`config.mk`:
```
export PLATFORM = sky130hd
export DESIGN_NAME = atm_room_access_ctrl
export DESIGN_NICKNAME = d
export VERILOG_FILES = /design/src/rtl/atm_room_access_ctrl.sv
export SDC_FILE = /design/constraint.sdc
export NUM_CORES = 1
export LEC_CHECK = 0
export ABC_AREA = 1
export CAP_MARGIN = 10
export CORE_MARGIN = 1
export CORE_UTILIZATION = 35
export CTS_BUF_LIST = sky130_fd_sc_hd__clkbuf_8
export CTS_CLUSTER_SIZE = 28
export DETAILED_ROUTE_END_ITERATION = 8
export PLACE_DENSITY_LB_ADDON = 0.1
export SLEW_MARGIN = 10
export SYNTH_ARGS = -nofsm -noshare
export SYNTH_HDL_FRONTEND = slang
export SYNTH_SLANG_ARGS = --single-unit
```
`constraint.sdc`:
```
create_clock -name clk -period 2.13 [get_ports clk]
set_clock_uncertainty 0.15 [all_clocks]
set_input_delay 0.3195 -clock clk [delete_from_list [all_inputs] [get_ports clk]]
set_output_delay 0.3195 -clock clk [all_outputs]
set_load 0.02 [all_outputs]
```
`src/rtl/atm_room_access_ctrl.sv`:
```
// ATM secure-room access controller: keypad passcode stream, entry timeout, tailgate detection.
// Define ATM_ROOM_LOCKOUT_EN to build the lockout after MAX_TRIES consecutive bad codes.
module atm_room_access_ctrl #(
   parameter int                          DIGITS         = 2,
   parameter int                          DIGIT_W        = 2,
   parameter logic [DIGITS*DIGIT_W-1:0]   PASSCODE       = 4'b0110,
   parameter int                          ENTRY_TIMEOUT  = 32,
   parameter int                          BLINK_DIV      = 2,
   parameter int                          MAX_TRIES      = 3,
   parameter int                          LOCKOUT_CYCLES = 16
) (
   input  logic                             clk,
   input  logic                             reset_n,
   input  logic                             sensor_entry,
   input  logic                             sensor_exit,
   input  logic                             digit_valid,
   input  logic [DIGIT_W-1:0]               digit_in,
   output logic                             digit_ready,
   output logic                             green_light,
   output logic                             red_light,
   output logic [6:0]                       display_1,
   output logic [6:0]                       display_2,
   output logic [2:0]                       state_o,
   output logic [$clog2(MAX_TRIES+1)-1:0]   fail_count
);

   localparam int CODE_W    = DIGITS * DIGIT_W;
   localparam int BUF_W     = (DIGITS > 1) ? (DIGITS - 1) * DIGIT_W : DIGIT_W;
   localparam int DCNT_W    = (DIGITS > 1) ? $clog2(DIGITS + 1) : 1;
   localparam int PHASE_MAX = (ENTRY_TIMEOUT > LOCKOUT_CYCLES) ? ENTRY_TIMEOUT : LOCKOUT_CYCLES;
   localparam int PHASE_W   = $clog2(PHASE_MAX + 1);
   localparam int BLINK_W   = $clog2(BLINK_DIV + 1);
   localparam int FAIL_W    = $clog2(MAX_TRIES + 1);

   typedef enum logic [2:0] {
      S_IDLE      = 3'd0,
      S_WAIT_CODE = 3'd1,
      S_BAD_CODE  = 3'd2,
      S_GRANTED   = 3'd3,
      S_TAILGATE  = 3'd4,
      S_LOCKOUT   = 3'd5
   } state_t;

   state_t               state_reg, state_next, bad_dest;
   logic [BUF_W-1:0]     buf_reg;
   logic [DCNT_W-1:0]    dcnt_reg;
   logic [PHASE_W-1:0]   phase_reg;
   logic                 phase_run;
   logic [BLINK_W-1:0]   blink_cnt_reg, blink_cnt_next;
   logic                 blink_reg, blink_next;
   logic [FAIL_W-1:0]    fail_reg, fail_next, fail_inc;
   logic                 ready_reg, ready_next;
   logic                 red_reg, red_next, green_reg, green_next;
   logic [6:0]           disp1_reg, disp1_next, disp2_reg, disp2_next;
   logic                 accept, code_done, code_match, state_change;
   logic [CODE_W-1:0]    code_word;

   // The last digit is compared together with the buffered ones in the cycle it arrives.
   generate
      if (DIGITS > 1) begin : g_multi_digit
         assign code_word = {buf_reg, digit_in};
      end else begin : g_single_digit
         assign code_word = digit_in;
      end
   endgenerate

   assign accept       = digit_valid && ready_reg;
   assign code_done    = accept && (dcnt_reg == DCNT_W'(DIGITS - 1));
   assign code_match   = (code_word == PASSCODE);
   assign state_change = (state_next != state_reg);
   assign fail_inc     = (fail_reg == FAIL_W'(MAX_TRIES)) ? fail_reg : fail_reg + 1'b1;

`ifdef ATM_ROOM_LOCKOUT_EN
   assign bad_dest  = (fail_inc == FAIL_W'(MAX_TRIES)) ? S_LOCKOUT : S_BAD_CODE;
   assign phase_run = (state_reg == S_WAIT_CODE) || (state_reg == S_LOCKOUT);
`else
   assign bad_dest  = S_BAD_CODE;
   assign phase_run = (state_reg == S_WAIT_CODE);
`endif

   always_ff @(posedge clk or negedge reset_n) begin
      if (!reset_n) begin
         state_reg <= S_IDLE;
      end else begin
         state_reg <= state_next;
      end
   end

   always_comb begin
      state_next = state_reg;
      case (state_reg)
         S_IDLE: begin
            if (sensor_entry) state_next = S_WAIT_CODE;
         end
         S_WAIT_CODE, S_BAD_CODE: begin
            // A code finishing on the timeout cycle wins over the timeout.
            if (code_done) begin
               state_next = code_match ? S_GRANTED : bad_dest;
            end else if ((state_reg == S_WAIT_CODE) &&
                         (phase_reg == PHASE_W'(ENTRY_TIMEOUT - 1))) begin
               state_next = S_IDLE;
            end
         end
         S_GRANTED: begin
            if (sensor_entry && sensor_exit) state_next = S_TAILGATE;
            else if (sensor_exit)            state_next = S_IDLE;
         end
         S_TAILGATE: begin
            if (code_done && code_match) state_next = S_GRANTED;
         end
`ifdef ATM_ROOM_LOCKOUT_EN
         S_LOCKOUT: begin
            if (phase_reg == PHASE_W'(LOCKOUT_CYCLES - 1)) state_next = S_IDLE;
         end
`endif
         default: state_next = S_IDLE;
      endcase
   end

   always_comb begin
      fail_next = fail_reg;
      if ((state_next == S_IDLE) || (state_next == S_GRANTED)) begin
         fail_next = '0;
      end else if (code_done && !code_match &&
                   ((state_reg == S_WAIT_CODE) || (state_reg == S_BAD_CODE))) begin
         fail_next = fail_inc;
      end
   end

   // Blink phase restarts lit on every state change.
   always_comb begin
      blink_next     = blink_reg;
      blink_cnt_next = blink_cnt_reg + 1'b1;
      if (state_change) begin
         blink_next     = 1'b1;
         blink_cnt_next = '0;
      end else if (blink_cnt_reg == BLINK_W'(BLINK_DIV - 1)) begin
         blink_next     = ~blink_reg;
         blink_cnt_next = '0;
      end
   end

   always_comb begin
      red_next   = 1'b0;
      green_next = 1'b0;
      ready_next = 1'b0;
      disp1_next = 7'h7F;
      disp2_next = 7'h7F;
      case (state_next)
         S_WAIT_CODE: begin
            red_next   = 1'b1;
            ready_next = 1'b1;
            disp1_next = 7'b0000110;
            disp2_next = 7'b0101011;
         end
         S_BAD_CODE: begin
            red_next   = blink_next;
            ready_next = 1'b1;
            disp1_next = 7'b0000110;
            disp2_next = 7'b0000110;
         end
         S_GRANTED: begin
            green_next = blink_next;
            disp1_next = 7'b1000000;
            disp2_next = 7'b0001010;
         end
         S_TAILGATE: begin
            red_next   = blink_next;
            ready_next = 1'b1;
            disp1_next = 7'b0101011;
            disp2_next = 7'b0100011;
         end
`ifdef ATM_ROOM_LOCKOUT_EN
         S_LOCKOUT: begin
            red_next   = 1'b1;
            disp1_next = 7'b1000111;
            disp2_next = 7'b1000000;
         end
`endif
         default: begin
            red_next = 1'b0;
         end
      endcase
   end

   always_ff @(posedge clk or negedge reset_n) begin
      if (!reset_n) begin
         buf_reg       <= '0;
         dcnt_reg      <= '0;
         phase_reg     <= '0;
         blink_cnt_reg <= '0;
         blink_reg     <= 1'b0;
         fail_reg      <= '0;
         ready_reg     <= 1'b0;
         red_reg       <= 1'b0;
         green_reg     <= 1'b0;
         disp1_reg     <= 7'h7F;
         disp2_reg     <= 7'h7F;
      end else begin
         if (state_change || code_done) begin
            buf_reg  <= '0;
            dcnt_reg <= '0;
         end else if (accept) begin
            buf_reg  <= code_word[BUF_W-1:0];
            dcnt_reg <= dcnt_reg + 1'b1;
         end
         if (state_change || !phase_run) begin
            phase_reg <= '0;
         end else begin
            phase_reg <= phase_reg + 1'b1;
         end
         blink_cnt_reg <= blink_cnt_next;
         blink_reg     <= blink_next;
         fail_reg      <= fail_next;
         ready_reg     <= ready_next;
         red_reg       <= red_next;
         green_reg     <= green_next;
         disp1_reg     <= disp1_next;
         disp2_reg     <= disp2_next;
      end
   end

   assign digit_ready = ready_reg;
   assign red_light   = red_reg;
   assign green_light = green_reg;
   assign display_1   = disp1_reg;
   assign display_2   = disp2_reg;
   assign state_o     = state_reg;
   assign fail_count  = fail_reg;

endmodule

```
* Word level (Yosys, flattened, before mapping)
Index checks and enable logic that the tools add are counted.
Cells by class: equal/unequal tests 15, mux-type cells 25, reduce and logical (&&, ||, !) cells 22, $add $sub $neg 4, bitwise logic cells 1
Operator list (number):
- 7-bit case mux with 4 select lines | 1
- 7-bit case mux with 3 select lines | 1
- 2-bit 2-to-1 mux | 9
- 3-bit 2-to-1 mux | 6
- 3-bit by 2-bit equality test with 1-bit output (second input constant) | 4
- 3-bit case mux with 4 select lines | 1
- 1-bit logical AND | 7
- 2-bit by 1-bit adder with 2-bit output (second input constant) | 3
- 6-bit by 1-bit adder with 6-bit output (second input constant) | 1
- 3-bit by 1-bit equality test with 1-bit output (second input constant) | 2
- 3-bit equality test (second input constant) | 2
- 6-bit by 5-bit equality test with 1-bit output (second input constant) | 1
- 3-bit logical NOT | 2
- 6-bit 2-to-1 mux | 1
- 2-bit OR reduction | 3
- 1-bit 2-to-1 mux | 5
- 2-bit by 1-bit equality test with 1-bit output (second input constant) | 2
- 4-bit by 3-bit equality test with 1-bit output (second input constant) | 1
- 1-bit logical OR | 4
- 2-bit nonzero test | 2
- 3-bit != test | 1
- 3-bit OR reduction | 1
- 2-bit equality test (second input constant) | 1
- 1-bit logical NOT | 2
- 4 further kinds | 4
Storage, ports and cells: register bits 35, logic and storage cells 79, input bits 7

* Longest topological paths before layout
word-level depth 9, gate-level depth with buffers 14

* Worst setup path before layout
Ideal clock, no wire load.
path type register to register, from register dcnt_reg[0], to register phase_reg[2], cell stages (with the launch flop) 12, path buffers 0, arrival 1457 ps, path slack 403 ps, required time 1860 ps, clock period less this slack 1727 ps, library setup time 120 ps, cells stage by stage dfrtp_1 ha_1 nand3_1 inv_1 nand3_2 nand2_1 nor2_2 nand2_2 nand2_1 nand2_4 nand3b_4 nor2_1
On the way: word-level cells in the longest chain between the ends 8
RTL lines:
- from (decl) | RTL line 46 | logic [DCNT_W-1:0] dcnt_reg;
- from (signal assigned) | RTL line 205 | dcnt_reg <= dcnt_reg + 1'b1;
- 2-bit by 1-bit equality test with 1-bit output (*) | RTL line 68 | assign code_done = accept && (dcnt_reg == DCNT_W'(DIGITS - 1));
- 1-bit logical AND (*) | RTL line 68
- 1-bit logical AND | RTL line 109 | if (code_done && code_match) state_next = S_GRANTED;
- 3-bit 2-to-1 mux | RTL line 109
- 3-bit case mux with 4 select lines (*) | RTL line 91 | case (state_reg)
- net state_next[0] | RTL line 44 | state_t state_reg, state_next, bad_dest;
- 3-bit != test (*) | RTL line 70 | assign state_change = (state_next != state_reg);
- 1-bit logical OR (*) | RTL line 207 | if (state_change || !phase_run) begin
- 6-bit 2-to-1 mux (*) | RTL line 207
- to (signal assigned) | RTL line 210 | phase_reg <= phase_reg + 1'b1;
- to (decl) | RTL line 47 | logic [PHASE_W-1:0] phase_reg;
Mark *: on every way through the listed nets, which the timed path passes. The rest lies on a longest branch. A chain may end at the register's enable or synchronous reset.

* Worst setup path in the final report
from register dcnt_reg[0], to register red_reg (netlist: red_light)
On the way: word-level cells in the longest chain between the ends 8
RTL lines:
- 2-bit by 1-bit equality test with 1-bit output (*) | RTL line 68
- 1-bit logical AND (*) | RTL line 68
- 1-bit logical AND | RTL line 109
- 3-bit 2-to-1 mux | RTL line 109
- 3-bit case mux with 4 select lines (*) | RTL line 91
- net state_next[0] | RTL line 44
- 3-bit != test (*) | RTL line 70
- 1-bit 2-to-1 mux (*) | RTL line 134 | if (state_change) begin
- net blink_next | RTL line 50 | logic blink_reg, blink_next;
- 1-bit case mux with 2 select lines (*) | RTL line 149 | case (state_next)
- net red_next | RTL line 53 | logic red_reg, red_next, green_reg, green_next;
- to (signal assigned) | RTL line 216 | red_reg <= red_next;
- to (decl) | RTL line 53
Marks and branches as above.

==> impl_metrics.py <==
metrics = {
    "routing": {
        "vias": 1130,
        "antenna_left": 0,
        "routed_wl_um": 2680,
        "vias_per_cell": 4.73,
        "drtPass1Iterations": 4,
        "drc": 0,
        "wl_per_cell_um": 11.2,
        "first_iter_violations": 46,
    },
    "cts": {
        "cts.sink_count": 29,
        "root_buffer": "clkbuf_8",
        "h-tree-depth": 2,
        "ctsHoldBuffers": 0,
        "cts_tree": "done",
        "path_clk_slew_ns": 0.06,
        "clock_latency_ns": 0.27,
        "numCtsBuffers": 5,
        "cts_max_path_buffers": 2,
    },
    "timing": {
        "finalSetupTns_ns": 0,
        "grt_setup_unrepaired": "false",
        "finalSetupViolations": 0,
        "max_freq_ghz": 0.518,
        "fin_crit_ns": 1.93,
        "hold_viol": 0,
        "drv_slew": 0,
        "finalCritPeriodShare_pct": 90.7,
    },
    "power": {
        "swShare_pct": 40.6,
        "p_int_w": 0.00148,
        "power.leakage_nw": 0.905,
        "peakVddDrop_mv": 0.606,
        "p_seq_share_pct": 33.8,
        "clockPowerShare_pct": 17.7,
        "pwr-share-comb_pct": 48.6,
        "p_switching_w": 0.00101,
        "power.density_nw_per_um2": 1370,
    },
    "floorplanning": {
        "rows": 22,
        "die_height_um": 65.5,
        "die_area_um2": 4290,
        "core_area_um2": 3770,
        "io_pins": 29,
        "fp.dieW_um": 65.5,
        "start_util_pct": 37.5,
    },
    "logic_synthesis": {
        "synth_area_leaders": "dfrtp_1 (37%), dfstp_2 (15%), nand2_1 (9.0%)",
        "ys_ff_latch": 29,
        "async_reset_ff_share_pct": 100,
        "yosysWarnings": 0,
        "yosysMostFrequentCell": "nand2_1",
        "synth_area_um2": 1410,
        "synth_common_cells": "nand2_1 (34), inv_1 (23), nor2_1 (23), dfrtp_1 (21), nand4_1 (10)",
        "synth_edf_count": 0,
        "synth_area_per_cell_um2": 8.88,
        "synthDistinctLibCells": 23,
        "synth_nets": 169,
        "synth_ff_type": "dfrtp_1",
        "syn-instance-count": 159,
        "yosysTopAreaCell": "dfrtp_1",
        "ys_seq_area_share_pct": 52.1,
        "synth_top_cell_area_share_pct": 37.2,
    },
    "finish": {
        "largest_reg_flops": 6,
        "synthToLayoutAreaGrowth_pct": 28.5,
        "drive_gt1_share_pct": 16.8,
        "final_nets": 200,
        "post-route-util_pct": 48.1,
        "antenna_cells": 0,
    },
    "grt": {
        "antenna_found_initial": 0,
        "grt_pass1_wl_um": 4660,
        "track_usage_pct": 14.7,
        "grt_max_degree": 30,
        "grt_overflow_total": 0,
        "first_global_vias": 1081,
    },
    "worst_setup_path": {
        "critPathMaxFanout": 4,
        "critPathMostFrequentCell": "nand2_1",
        "crit_family": "simple AND/OR/NAND/NOR gates",
        "slowest_delay_ns": 0.40,
        "crit_required_ns": 2.14,
        "crit_chain": "ha_1 -> nand3_2 -> inv_2 -> nand3_2 -> nand2_1 -> nor2_2 -> nand2_2 -> nand2_1 -> nand4_1 -> nand2_1 -> nand2_1",
        "cp-end-kind": "flop",
        "critPathKind": "flop to flop",
        "startpoint_type": "flop",
        "worstPathArrival_ns": 1.95,
        "slowest_stage": "dfrtp_1",
        "path_buf_inv": 1,
    },
    "run_status": {
        "status": "finished clean",
    },
    "placed_design": {
        "portBuffers": 27,
        "dp_hpwl_um": 2020,
        "globalplace.congestion": 0.871,
    },
    "min_path": {
        "hp-class": "input pin to asynchronous set/reset pin",
    },
    "job": {
        "cap_viol_max_count": 0,
    },
}
## worst paths after layout
| check | start | to | slack, ns | cells after the start |
|---|---|---|---|---|
| max | dcnt_reg[0] | red_light | 0.20 | 11 |
| max reg2reg | dcnt_reg[0] | red_light | 0.20 | 11 |
| min | reset_n | phase_reg[3] | 0.26 | 2 |
| max in group asynchronous | reset_n | display_1[5] | 1.24 | 2 |
| min in group clk | phase_reg[0] | phase_reg[0] | 0.31 | 1 |
| min reg2reg | phase_reg[0] | phase_reg[0] | 0.31 | 1 |
## metrics by stage
| stage | hold slack (ns) | power (W) | cell area (um2) | setup WS, ns | cells |
|---|---|---|---|---|---|
| 2_1_floorplan | -0.126 | 0.00165 | 1410 | 0.403 | 159 |
| 3_3_place_gp | 0.294 | 0.00205 | 1720 | -0.0399 | 231 |
| 3_5_place_dp | 0.305 | 0.00206 | 1720 | -0.0425 | 231 |
| 4_1_cts | 0.280 | 0.00252 | 1810 | 0.142 | 239 |
| 5_1_grt | 0.298 | 0.00268 | 1820 | 0.0467 | 239 |
| 6_report | 0.262 | 0.00249 | 1820 | 0.198 | 239 |
## cells by family after synthesis
family | Yosys count | synth area share (%)
compound gates | 1 | 0.354
xor+xnor | 6 | 3.72
fa+ha+maj | 3 | 2.66
buf+inv | 32 | 10.4
flops | 29 | 52.1
mux | 1 | 0.797
other cells | 1 | 0.265
simple gates | 86 | 29.8
## what timing repair did
item                                    in CTS  in global routing
endpoints found under the setup margin       0                 13
gates resized for setup                      0                  2
hold endpoints to repair                     0                  0
setup buffers                                0                  0
## worst register-to-register path, cell delays in order (launching register included)
cell and delay, ns:
dfrtp_1 0.40, ha_1 0.24, nand3_2 0.12, inv_2 0.06
nand3_2 0.10, nand2_1 0.07, nor2_2 0.15, nand2_2 0.11
nand2_1 0.07, nand4_1 0.18, nand2_1 0.11, nand2_1 0.06
## layout make-up
class | instances | area, um2
clock buffers | 6 | 82.6
clock inverters | 2 | 7.51
fillers | 344 | 1960
inverters | 25 | 93.8
multi-input cells | 98 | 536
flip-flops and latches | 29 | 736
well taps | 48 | 60.1
repair buffers | 31 | 300
## cells in the final DEF, fill, tap and decap left out, drive strengths merged
master and count:
nand2 37, clkdlybuf4s50 27, inv 27, nor2 25
dfrtp 21, nand3 11, nand4 10, dfstp 8
clkbuf 6, xor2 5, buf 4, ha 3
nand3b 2, o21ai 1, xnor2 1, nor3 1
mux2 1, conb 1
## metal layers
layer	up-vias	global-route usage [%]	routed length, um
met1	529	17.6	1240
li1	550	-	-
met3	7	4.17	172
met4	0	9.78	59
met2	44	22.9	1210
met5	-	0	0
## power groups by stage
stage          clock (W)  sequential [W]  combinational [W]
6_report        0.000440        0.000841            0.00121
5_1_grt         0.000482        0.000868            0.00133
4_1_cts         0.000457        0.000843            0.00121
3_5_place_dp           0        0.000849            0.00121
3_3_place_gp           0        0.000845            0.00121
2_1_floorplan          0        0.000962           0.000690
Power figures use the tool's default switching activity.
